--- src/rtl/seven_seg_scan_driver.sv ---
// seven_seg_scan_driver
//   Operand-capture and digit-refresh front end for a four-digit
//   seven-segment display. Latches two 4-bit operands with their registered
//   sum/difference, and rotates a one-cold (active-low) anode select every
//   REFRESH_DIV enabled clock cycles.
//   Optional feature macro: SCAN_BLANK_EN -- when defined, anode is forced to
//   4'b1111 for the first BLANK_CYCLES cycles of every digit slot.
module seven_seg_scan_driver #(
  parameter int REFRESH_DIV  = 100000,
  parameter int BLANK_CYCLES = 1000,
  parameter int CNT_W        = $clog2(REFRESH_DIV)
) (
  input  logic       clk,
  input  logic       rst,
  input  logic [3:0] a_in,
  input  logic [3:0] b_in,
  input  logic       load,
  input  logic       enable,
  output logic [3:0] A,
  output logic [3:0] B,
  output logic [3:0] AplusB,
  output logic [3:0] AminusB,
  output logic       carry,
  output logic       borrow,
  output logic [3:0] anode,
  output logic       digit_tick
);

  // Reject parameter sets the counter and blanking logic cannot honour.
  if (REFRESH_DIV < 2 || BLANK_CYCLES >= REFRESH_DIV) begin : g_bad_params
    $error("seven_seg_scan_driver: need REFRESH_DIV >= 2 and BLANK_CYCLES < REFRESH_DIV");
  end

  localparam logic [CNT_W-1:0] CNT_LAST = CNT_W'(REFRESH_DIV - 1);

`ifdef SCAN_BLANK_EN
  localparam logic [CNT_W-1:0] CNT_BLANK = CNT_W'(BLANK_CYCLES);
  localparam logic [3:0]       ANODE_RST = 4'b1111;
`else
  localparam logic [3:0]       ANODE_RST = 4'b1110;
`endif

  typedef enum logic [1:0] {
    D0 = 2'd0,
    D1 = 2'd1,
    D2 = 2'd2,
    D3 = 2'd3
  } digit_state_e;

  digit_state_e     state_q, state_d;
  logic [CNT_W-1:0] cnt_q, cnt_d;
  logic [3:0]       anode_q, anode_d;
  logic             tick_q, tick_d;

  logic [3:0]       a_q, a_d;
  logic [3:0]       b_q, b_d;
  logic [3:0]       sum_q, sum_d;
  logic [3:0]       diff_q, diff_d;
  logic             carry_q, carry_d;
  logic             borrow_q, borrow_d;
  logic [4:0]       sum_full;

  // Active-low one-cold select for a digit state.
  function automatic logic [3:0] onecold(input digit_state_e s);
    case (s)
      D0:      onecold = 4'b1110;
      D1:      onecold = 4'b1101;
      D2:      onecold = 4'b1011;
      default: onecold = 4'b0111;
    endcase
  endfunction

  // Prescaler, digit sequencing and registered anode/tick next-state.
  always_comb begin
    cnt_d   = cnt_q;
    state_d = state_q;
    tick_d  = 1'b0;
    if (enable) begin
      if (cnt_q == CNT_LAST) begin
        cnt_d  = '0;
        tick_d = 1'b1;
        case (state_q)
          D0:      state_d = D1;
          D1:      state_d = D2;
          D2:      state_d = D3;
          default: state_d = D0;
        endcase
      end else begin
        cnt_d = cnt_q + CNT_W'(1);
      end
    end
    // anode is derived from the next count/state so it lines up with them.
    anode_d = onecold(state_d);
`ifdef SCAN_BLANK_EN
    if (cnt_d < CNT_BLANK) begin
      anode_d = 4'b1111;
    end
`endif
  end

  // Scan state register.
  always_ff @(posedge clk) begin
    if (rst) begin
      state_q <= D0;
      cnt_q   <= '0;
      anode_q <= ANODE_RST;
      tick_q  <= 1'b0;
    end else begin
      state_q <= state_d;
      cnt_q   <= cnt_d;
      anode_q <= anode_d;
      tick_q  <= tick_d;
    end
  end

  // Operand capture and arithmetic, computed from the inputs being latched so
  // the math outputs always match A/B.
  always_comb begin
    sum_full = {1'b0, a_in} + {1'b0, b_in};
    a_d      = a_q;
    b_d      = b_q;
    sum_d    = sum_q;
    diff_d   = diff_q;
    carry_d  = carry_q;
    borrow_d = borrow_q;
    if (load) begin
      a_d      = a_in;
      b_d      = b_in;
      sum_d    = sum_full[3:0];
      carry_d  = sum_full[4];
      diff_d   = a_in - b_in;
      borrow_d = (a_in < b_in);
    end
  end

  // Operand register bank.
  always_ff @(posedge clk) begin
    if (rst) begin
      a_q      <= '0;
      b_q      <= '0;
      sum_q    <= '0;
      diff_q   <= '0;
      carry_q  <= 1'b0;
      borrow_q <= 1'b0;
    end else begin
      a_q      <= a_d;
      b_q      <= b_d;
      sum_q    <= sum_d;
      diff_q   <= diff_d;
      carry_q  <= carry_d;
      borrow_q <= borrow_d;
    end
  end

  assign A          = a_q;
  assign B          = b_q;
  assign AplusB     = sum_q;
  assign AminusB    = diff_q;
  assign carry      = carry_q;
  assign borrow     = borrow_q;
  assign anode      = anode_q;
  assign digit_tick = tick_q;

endmodule
--- config.mk ---
export PLATFORM = sky130hd
export DESIGN_NAME = seven_seg_scan_driver
export DESIGN_NICKNAME = d
export VERILOG_FILES = /design/src/rtl/seven_seg_scan_driver.sv
export SDC_FILE = /design/constraint.sdc
export NUM_CORES = 1
export LEC_CHECK = 0
export ABC_AREA = 1
export BUFFER_PORTS_ARGS = -buffer_cell sky130_fd_sc_hd__buf_2
export CORE_MARGIN = 2
export CORE_UTILIZATION = 35
export CTS_CLUSTER_DIAMETER = 200
export CTS_CLUSTER_SIZE = 16
export DETAILED_ROUTE_END_ITERATION = 7
export PLACE_DENSITY_LB_ADDON = 0.08
export SKIP_CTS_REPAIR_TIMING = 1
export SYNTH_ARGS = -nofsm -noshare
export SYNTH_HDL_FRONTEND = slang
export SYNTH_SLANG_ARGS = --single-unit
--- constraint.sdc ---
create_clock -name clk -period 1.5 [get_ports clk]
set_clock_uncertainty 0.1 [all_clocks]
set_input_delay 0.075 -clock clk [delete_from_list [all_inputs] [get_ports clk]]
set_output_delay 0.075 -clock clk [all_outputs]
set_load 0.1 [all_outputs]
==> results of run 1 <==
==> power by group through the flow <==
| stage | registers [mW] | logic [mW] | clock network [mW] |
|---|---|---|---|
| final | 1.15 | 0.544 | 0.909 |
| after global placement | 1.18 | 0.532 | 0 |
| after global routing | 1.16 | 0.583 | 1.00 |
| after detailed placement | 1.18 | 0.530 | 0 |
| after floorplan | 1.44 | 0.168 | 0 |
| after CTS | 1.15 | 0.531 | 0.945 |
==> area by class of cell <==
type / count / area [um^2]
fillers: 629 / 3280
multi-input cells: 208 / 1170
flip-flops and latches: 41 / 831
repair buffers: 48 / 303
inverters: 36 / 135
well taps: 75 / 93.8
clock buffers: 5 / 68.8
clock inverters: 3 / 46.3
==> stage by stage <==
stage	utilization, %	power [mW]	setup TNS, ps	setup slack (ps)	std cells
2_1_floorplan	-	1.60	0	115	294
3_3_place_gp	41.0	1.71	0	23.2	402
3_5_place_dp	41.0	1.71	-7.91	-7.38	402
4_1_cts	42.9	2.63	-40.1	-23.5	410
5_1_grt	44.7	2.74	-87.3	-26.9	416
6_report	44.7	2.61	0	64.3	416
==> worst max-delay path: cells and delay by family <==
kind / cells / cell delay [ps]
buffers and inverters: 4 / 830
adders and majority gates: 1 / 340
AOI/OAI and AO/OA: 1 / 240
and+or+nand+nor: 1 / 80
==> registers in the layout, summed over array words and instances, names as in the netlist, 2 cells and up <==
signal,flops
cnt_q,17
B,4
A,4
AplusB,4
state_q,2
AminusB,3
anode,4
==> cell usage in the layout, fill, tap and decap left out, types with 5 or more instances in the layout <==
master          n
o21ai_0        17
inv_1          31
nor2_4          5
ha_1           10
dfxtp_1        33
buf_2          34
nor3_1          6
dfxtp_2         8
buf_4           7
a21oi_1        16
dlygate4sd3_1   6
nand2_1        49
nand3_1        17
nor2_1         54
clkbuf_8        5
==> routing by layer <==
metal  vias to the layer above  track usage [%]  routed length [um]
li1                       1031                -                   -
met1                       835             22.3                2520
met2                        32             20.3                2000
met3                         6             3.96                 207
met4                         0             5.00                  76
met5                         -                0                   0
==> cell families after synthesis <==
| family | Yosys count |
|---|---|
| AO/OA/AOI/OAI | 38 |
| XOR/XNOR | 5 |
| adder cells (fa/ha/maj) | 13 |
| buffers and inverters | 45 |
| flip-flops | 41 |
| AND/OR/NAND/NOR | 152 |
==> how the worst max path moves through the flow <==
stage / from / to / slack, ps / cells past startpoint
after floorplan: AminusB[1] / AminusB[1] / 110 / 2
after global placement: cnt_q[0] / cnt_q[13] / 20 / 8
after detailed placement: cnt_q[0] / cnt_q[13] / -7 / 8
after CTS: cnt_q[0] / cnt_q[13] / -20 / 8
after global routing: cnt_q[1] / cnt_q[14] / -30 / 9
final: a_in[3] / AplusB[3] / 60 / 7
==> results.md, run 1 <==
* Cell Chain, Critical Path: dlygate4sd3_1 -> buf_2 -> ha_1 -> inv_1 -> nand3_1 -> a31o_2 -> inv_1
* RR Startpoint: cnt_q[1]
* Port-buffer cells at 34
* R2R depth at 8
* CTS tree: yes
* Number of antenna diodes at 0
* Critical path startpoint category: primary input
* Synth Area in Compound Gates at a little under a tenth
* Minimum clock period at 1440 ps
* Power Density at 985 mW/mm^2
* Register bit total from synthesis at 41
* Vias per cell at 4.58
* Final Instance Area at approximately 0.0026 mm^2
* Hold_sp: b_in[0]
* Routed WL per cell at about 12 um
* Via count at approximately 1900
* R2r setup slk at approximately 80 ps
* Hold path cells at 3
* Top FF cell, synth: dfxtp_1
* Worst reg2reg path endpoint: cnt_q[13]
* Post-route clock period utilization at a little over nine tenths
* Failing checks: hold timing
* Most numerous cell in the Yosys netlist: nor2_1
* Layout cells sized above 1 at between 20% and 30%
* Max Freq at about 700 MHz
* Global-route wire length before repair at ~7.6 mm
* Proportion of power drawn by flip-flops and latches at between 40% and 50%
* Mux share of post-synthesis cell area at 0%
* Hold EP: AplusB[0]
* Die height at between 80 and 90 um
* Worst path arrival time at around 1600 ps
* H-tree Lvls at 2
* P_int at 1.75 mW
* Pre-antenna DRT Iters at 4
* CP Capture Type: flip-flop
* Grt ovf at 0
* Clock-pin slew on the worst setup and hold paths at around 90 ps
* Hold Fails Final Rpt at 1
* Post-Synth Adder-Cell Area at about 8.3%
* Crit path kind: primary input to flip-flop
* Post-synthesis simple-gate area fraction at between 30% and 40%
* Cell Rows at 28
* Synth Cell Area at approximately 0.0021 mm^2
* Final Max Slew Viols at 0
* Syn Inst Count at around 290
* Max-Cap Viols at 0
* Post-synthesis sequential area ratio at about two fifths
* Root buf cell: clkbuf_8
* Area Overhead vs Synth at 24.0%
* CP max stage delay at between 500 and 600 ps
* Worst-Skew Late Latency at 300 ps
* Die area at 0.00674 mm^2
* Final Wtd Congestion at ~0.77
* Largest fanout on the critical path at 4
* HP Class: primary input to flip-flop
* Final hold slack at -10.2 ps
* GRT Total Usage at between 10% and 20%
* Slew margin rel. at between 60% and 70%
* Most used cell, CP: inv_1
* Maximum vdd ir drop at roughly 0.00048 V
* FFs w/ async S/R, synth at 0%
* Synth warn at 0
* Mapped Avg Cell Area at roughly 7.3 um^2
* Core area at between 0.005 and 0.006 mm^2
* Post-DRT Antenna Nets at 0
* Switching pwr at 0.853 mW
* RSZ-0062 raised after global routing: true
* Finish-stage setup viols at 0
* Post-synth top area share at around two fifths
* Die Wd at 82.1 um
* Largest family of logic cells by synthesized area: simple AND/OR/NAND/NOR gates
* Least-Margin Pin Slew at ~490 ps
* Hpwl dp at approximately 3.6 mm
* Ranking of synthesized cells by area: dfxtp_1 (38%), nor2_1 (9.9%), nand2_1 (8.8%)
* Part of the power in the clock network at between 30% and 40%
* Power share of the combinational group at around a fifth
* Largest net degree at the start of global routing at 22
* EDFF count, synth at 0
* Synth unique cells at 32
* DRC at 0
* DRT iter0 DRCs at ~80
* Area after DPL at roughly 0.0024 mm^2
* Synth cell count leaders: nor2_1 (56), nand2_1 (50), dfxtp_1 (41), inv_1 (32), nand3_1 (18)
* Initial Utilization at 36.0%
* Antenna violations before repair at 0
* WL final at 4.81 mm
* I/O pin count at 35
* Outcome: complete, but fails checks
* Syn Nets at 319
* Vias in the first global route at between 1500 and 2000
* Critical Path RT at between 1500 and 2000 ps
* Sink Count at a little over 40
* Cts bufs inserted at 5
* Synth area leader: dfxtp_1
* XOR/XNOR share of the synthesized area at under 10%
* Pleak at 1.18 nW
* Slowest CP cell: dlygate4sd3_1
* Post-layout net count at 365
* Max clock buf depth at 2
* Sw Share at 32.7%
Note: power is estimated with default switching activity, not from simulation.
==> run 2: changes to the inputs <==
==> constraint.sdc (replaced) <==
create_clock -name clk -period 1.47 [get_ports clk]
set_clock_uncertainty 0.1 [all_clocks]
set_input_delay 0.0735 -clock clk [delete_from_list [all_inputs] [get_ports clk]]
set_output_delay 0.0735 -clock clk [all_outputs]
set_load 0.1 [all_outputs]
==> run 2 against run 1 <==
The flow still finishes with violations (hold timing). First-iteration DRC count down 17%. Total power is 1.0% lower. Cell count is 1.9% higher. Clock-buffer cell count grew 2. Flip-flop and latch count stayed put. Sequential share of layout area down 0.43 points. Die area stayed put. Sequential power hardly changed.
==> results.md, run 2 (synthesized netlist as in run 1, its figures left out) <==
* Finish-stage setup viols at 0 (unchanged)
* Area Overhead vs Synth at 26.5% (was 24.0%)
* Root buf cell: clkbuf_8 (unchanged)
* Critical path startpoint category: flip-flop (was primary input)
* Failing checks: hold timing (unchanged)
* Post-DRT Antenna Nets at 0 (unchanged)
* Outcome: complete, but fails checks (unchanged)
* Post-route clock period utilization at 94.8%
* Crit path kind: flip-flop to flip-flop (was primary input to flip-flop)
* Hpwl dp at 3.70 mm (was 3.61 mm)
* Met2 WL at 1.92 mm (was 2.00 mm)
* Final worst slack at 76.7 ps (was 64.3 ps)
* H-tree Lvls at 2 (unchanged)
* DRT iter0 DRCs at 65 (was 78)
* Clock-pin slew on the worst setup and hold paths at 80 ps (was 90 ps)
* Sink Count at 41 (unchanged)
* RSZ-0062 raised after global routing: true (unchanged)
* I/O pin count at 35 (unchanged)
* Largest net degree at the start of global routing at 21 (was 22)
* Detail Route met3 WL at 166 um (was 207 um)
* Minimum clock period at between 1000 and 1500 ps
* Wire length on met1 at 2.80 mm (was 2.52 mm)
* Number of antenna diodes at 0 (unchanged)
* Vias per cell at 4.53 (was 4.58)
* CTS tree: yes (unchanged)
* Max reg flops at 17 (unchanged)
* Die Wd at 82.1 um (unchanged)
* Final Max Slew Viols at 0 (unchanged)
* Pwr Total at 2.58 mW (was 2.61 mW)
* Max-Cap Viols at 0 (unchanged)
* Worst path arrival time at 1490 ps (was 1580 ps)
* Hold Fails Final Rpt at 2 (was 1)
* Die area at 0.00674 mm^2 (unchanged)
* Port-buffer cells at 34 (unchanged)
* Max clock buf depth at 2 (unchanged)
* Cts bufs inserted at 5 (unchanged)
* GRT Total Usage at 15.9% (was 14.9%)
* Largest fanout on the critical path at 5 (was 4)
* DRC at 0 (unchanged)
* Global-route wire length before repair at 8.18 mm (was 7.63 mm)
* Post-layout net count at 373 (was 365)
* Routed WL per cell at 11.6 um (about the same)
* Vias in the first global route at 1723 (was 1583)
* Via count at 1921 (was 1904)
* Core area at 0.00592 mm^2 (unchanged)
* Maximum vdd ir drop at 0.000501 V (was 0.000485 V)
* Critical Path RT at 1570 ps (was 1640 ps)
* Least-Margin Pin Slew at 492 ps (about the same)
* Pleak at 1.22 nW (was 1.18 nW)
* Reg with most FFs: cnt_q (unchanged)
* Pre-antenna DRT Iters at 5 (was 4)
* DP Cell Count at 410 (was 402)
* Slew margin rel. at 67.4% (about the same)
* Power Density at 956 mW/mm^2 (was 985 mW/mm^2)
* Cell Rows at 28 (unchanged)
* Commonest cells after routing, fill and taps aside: nor2_1 (54), nand2_1 (49), buf_2 (34) (unchanged)
* Final Wtd Congestion at 0.801 (was 0.772)
* Antenna violations before repair at 0 (unchanged)
* Pre-CTS setup slack at -51.0 ps (was -7.38 ps)
* HP Class: primary input to flip-flop (unchanged)
* Max Freq at 718 MHz
* Layout cells sized above 1 at 27.2% (was 24.3%)
* Most common cell after layout, fill and taps aside: nor2_1 (unchanged)
* Final hold slack at -41.6 ps (was -10.2 ps)
* Grt ovf at 0 (unchanged)
* WL final at 4.94 mm (was 4.81 mm)
* Die height at 82.1 um (unchanged)
* Worst-Skew Late Latency at 290 ps (was 300 ps)
* CP Capture Type: flip-flop (unchanged)
* Initial Utilization at 36.0% (unchanged)
* Uppermost layer routed: met4 (unchanged)
* Layout Cells excl Fill at 424 (was 416)
==> run 2: changes by cell type in the layout (fill, tap and decap cells not counted), sizes merged <==
cell / before / now
buf: 42 / 51
clkbuf: 5 / 7
bufinv: 1 / 0
clkinvlp: 1 / 0
dlygate4sd3: 6 / 5
==> run 2: layout make-up <==
class	instances	area (um^2)
flip-flops and latches	41	836
fillers	617	3220
inverters	36	135
clock buffers	7	96.3
well taps	75	93.8
repair buffers	56	360
multi-input cells	208	1170
clock inverters	1	5.00
==> run 2: worst max-delay path, cell delays in order, from the launching register on <==
cell,delay (ps)
dfxtp_2,390
nand2_1,110
nor2_2,170
nand3_2,150
nor2_4,180
nand3_1,80
nand2_1,80
nor2_1,40
==> run 2: path summary, 6_finish.rpt <==
check | start | end | slack, ps | depth (start not counted)
worst max register to register | cnt_q[4] | cnt_q[13] | 80 | 7
worst min register to register | A[3] | A[3] | 400 | 2
worst max-delay path | cnt_q[4] | cnt_q[13] | 80 | 7
worst min-delay path | a_in[2] | A[2] | -40 | 3
==> run 2: stage by stage <==
stage          utilization, %  setup TNS (ps)  instance area, um^2  hold slack (ps)
2_1_floorplan               -               0                 2140              108
3_3_place_gp             42.0           -18.9                 2480              250
3_5_place_dp             42.0           -91.3                 2480              241
4_1_cts                  43.7            -154                 2590            -68.3
5_1_grt                  45.6           -66.8                 2700             2.64
6_report                 45.6               0                 2700            -41.6
==> run 2: layer usage <==
layer / global-route usage (%) / up-vias
li1: - / 1048
met1: 25.0 / 838
met2: 21.1 / 30
met3: 3.30 / 5
met4: 5.00 / 0
met5: 0 / -
==> run 2: power breakdown <==
group          internal, mW  switching (mW)
Sequential             1.15          0.0217
Clock                 0.425           0.416
Combinational         0.131           0.431
==> run 3: changes to the inputs <==
--- a/config.mk
+++ b/config.mk
@@ -5,8 +5,8 @@
 export SDC_FILE = /design/constraint.sdc
 export NUM_CORES = 1
 export LEC_CHECK = 0
-export ABC_AREA = 1
 export BUFFER_PORTS_ARGS = -buffer_cell sky130_fd_sc_hd__buf_2
+export CAP_MARGIN = 20
 export CORE_MARGIN = 2
 export CORE_UTILIZATION = 35
 export CTS_CLUSTER_DIAMETER = 200
==> run 3 against run 2 <==
The flow finishes with violations (hold timing, setup timing). Utilization rose by 3.7 points. Hold slack improved by 16 ps. Area after synthesis fell by 6.4%. Via count fell by 12%. Sequential power barely moved. First-iteration DRC count rose by 4.6%. Setup slack got worse by 430 ps. Sequential share of layout area fell by 0.60 points. Cell area rose by 0.60%. Cell count fell by 15%. Global-route usage fell by 0.52 points. Critical endpoint is now cnt_q[1]. Highest routed layer unchanged.
==> results.md, run 3 <==
* Outcome: complete, but fails checks (unchanged)
* Failing checks: hold timing, setup timing (was hold timing)
* Final worst slack at -350 ps (was 76.7 ps)
* Number of antenna diodes at 0 (unchanged)
* Cell Chain, Critical Path: or4_4 -> or3_4 -> o21ai_4 -> buf_12 -> nor2_1 (was nand2_1 -> nor2_2 -> nand3_2 -> nor2_4 -> nand3_1 -> nand2_1 -> nor2_1)
* Global-route wire length before repair at 7.67 mm (was 8.18 mm)
* Root buf cell: clkbuf_8 (unchanged)
* Die Wd at 79.5 um (was 82.1 um)
* Post-route clock period utilization at 124% (was 94.8%)
* Layout cells sized above 1 at 33.8% (was 27.2%)
* Max clock buf depth at 2 (unchanged)
* Finish-stage setup viols at 23 (was 0)
* Mapped Avg Cell Area at 9.38 um^2 (was 7.26 um^2)
* Util after Layout at 49.3% (was 45.6%)
* Critical path's top delay family: simple AND/OR/NAND/NOR gates (unchanged)
* Final Max Slew Viols at 0 (unchanged)
* Synth area leader: dfxtp_1 (unchanged)
* Hold Fails Final Rpt at 1 (was 2)
* Power Density at 945 mW/mm^2 (was 956 mW/mm^2)
* Pre-antenna DRT Iters at 4 (was 5)
* Antenna violations before repair at 0 (unchanged)
* Synth cell count leaders: dfxtp_1 (41), nor2_1 (34), mux2i_1 (18), xnor2_1 (12) (was nor2_1 (56), nand2_1 (50), dfxtp_1 (41), inv_1 (32), nand3_1 (18))
* Synth warn at 0 (unchanged)
* Top FF cell, synth: dfxtp_1 (unchanged)
* Max reg flops at 17 (unchanged)
* Vias in the first global route at 1627 (was 1723)
* Pleak at 1.14 nW (was 1.22 nW)
* Syn Nets at 238 (was 319)
* CTS tree: yes (unchanged)
* Die height at 79.5 um (was 82.1 um)
* Minimum clock period at 1820 ps (was 1390 ps)
* WP buf/inv at 1 (was 0)
* Crit path kind: flip-flop to flip-flop (unchanged)
* Sink Count at 41 (unchanged)
* Routed WL per cell at 12.0 um (was 11.6 um)
* Via count at 1690 (was 1921)
* Die area at 0.00633 mm^2 (was 0.00674 mm^2)
* Synth unique cells at 41 (was 32)
* Critical Path RT at 1560 ps (was 1570 ps)
* Post-synthesis sequential area ratio at 41.1% (was 38.5%)
* Grt ovf at 0 (unchanged)
* Syn Inst Count at 213 (was 294)
* Register bit total from synthesis at 41 (unchanged)
* CP Capture Type: flip-flop (unchanged)
* Port-buffer cells at 34 (unchanged)
* Post-synth top area share at 41.1% (was 38.5%)
* Core area at 0.00551 mm^2 (was 0.00592 mm^2)
* HP Class: primary input to flip-flop (unchanged)
* Synth Cell Area at 0.00200 mm^2 (was 0.00213 mm^2)
* Critical path startpoint category: flip-flop (unchanged)
* Reg with most FFs: cnt_q (unchanged)
* Most numerous cell in the Yosys netlist: dfxtp_1 (was nor2_1)
* DP Cell Count at 351 (was 410)
* Maximum vdd ir drop at 0.000474 V (was 0.000501 V)
* Slowest CP cell: or4_4 (was dfxtp_2)
* Layout Cells excl Fill at 362 (was 424)
* Worst-Skew Late Latency at 290 ps (about the same)
* Post-layout net count at 314 (was 373)
* DRC at 0 (unchanged)
* H-tree Lvls at 2 (unchanged)
* Ranking of synthesized cells by area: dfxtp_1 (41%), mux2i_1 (9.0%), ha_1 (6.9%) (was dfxtp_1 (38%), nor2_1 (9.9%), nand2_1 (8.8%))
* Max Freq at 550 MHz (was 718 MHz)
* FFs w/ async S/R, synth at 0% (unchanged)
* Worst path arrival time at 1910 ps (was 1490 ps)
* Least-Margin Pin Slew at 488 ps (was 492 ps)
* Area Overhead vs Synth at 35.9% (was 26.5%)
* Pre-CTS setup slack at -438 ps (was -51.0 ps)
* I/O pin count at 35 (unchanged)
* Slew margin rel. at 67.7% (was 67.4%)
* Hpwl dp at 3.28 mm (was 3.70 mm)
* Final Wtd Congestion at 0.731 (was 0.801)
* Pwr Total at 2.56 mW (was 2.58 mW)
* Cell Rows at 27 (was 28)
* Initial Utilization at 36.3% (was 36.0%)
* Largest net degree at the start of global routing at 26 (was 21)
* Largest fanout on the critical path at 15 (was 5)
* Clock-pin slew on the worst setup and hold paths at 80 ps (about the same)
* EDFF count, synth at 0 (unchanged)
* CP max stage delay at 520 ps (was 390 ps)
* Post-DRT Antenna Nets at 0 (unchanged)
* WL final at 4.36 mm (was 4.94 mm)
* Max-Cap Viols at 0 (unchanged)
* RSZ-0062 raised after global routing: true (unchanged)
* Final hold slack at -25.5 ps (was -41.6 ps)
* Area after DPL at 0.00256 mm^2 (was 0.00248 mm^2)
* Total Neg Setup Slack at -7530 ps (was 0 ps)
* Most common cell after layout, fill and taps aside: buf_4 (was nor2_1)
* Cts bufs inserted at 5 (unchanged)
* DRT iter0 DRCs at 68 (was 65)
* Vias per cell at 4.67 (was 4.53)
* GRT Total Usage at 15.4% (was 15.9%)
* Final Instance Area at 0.00271 mm^2 (was 0.00270 mm^2)
* Commonest cells after routing, fill and taps aside: buf_4 (41), dfxtp_1 (38), nor2_1 (34), buf_2 (34), mux2i_1 (18) (was nor2_1 (54), nand2_1 (49), buf_2 (34))
-- run 3: final timing paths --
path,start,to,slack (ps),depth (start not counted)
hold / removal,a_in[3],A[3],-30,3
setup reg to reg,cnt_q[14],cnt_q[1],-350,5
setup / recovery,cnt_q[14],cnt_q[1],-350,5
hold reg to reg,AplusB[0],AplusB[0],390,2
-- run 3: power breakdown --
part / internal, mW / switching (mW) / total (mW)
Clock: 0.425 / 0.400 / 0.825
Combinational: 0.155 / 0.407 / 0.562
Sequential: 1.15 / 0.0241 / 1.18
-- run 3: logic make-up after synthesis --
group	after synthesis	synth area share, %
AOI/OAI and AO/OA	21	7.77
xor gates and xnor gates	15	6.58
adders and majority gates	13	8.90
buffers and inverters	21	4.95
DFF	41	41.1
muxes	18	9.02
and+or+nand+nor	84	21.7
-- run 3: layout make-up --
type | instances | area (um^2)
tap | 72 | 90.1
timing repair buffer | 79 | 528
clock inverter | 1 | 5.00
inverter | 11 | 41.3
sequential | 41 | 825
multi-input combinational | 151 | 1130
fill | 538 | 2790
clock buffer | 7 | 96.3
-- run 3: tightest hold or removal path, stage by stage --
cell and delay (ps):
buf_2 110, mux2i_1 70, nor2_1 80
-- run 3: routing by layer --
layer	vias up	routed length, um	GRT usage [%]
met5	-	0	0
met3	6	171	4.07
met2	28	1940	23.9
li1	891	-	-
met1	765	2190	20.5
met4	0	63	5.17
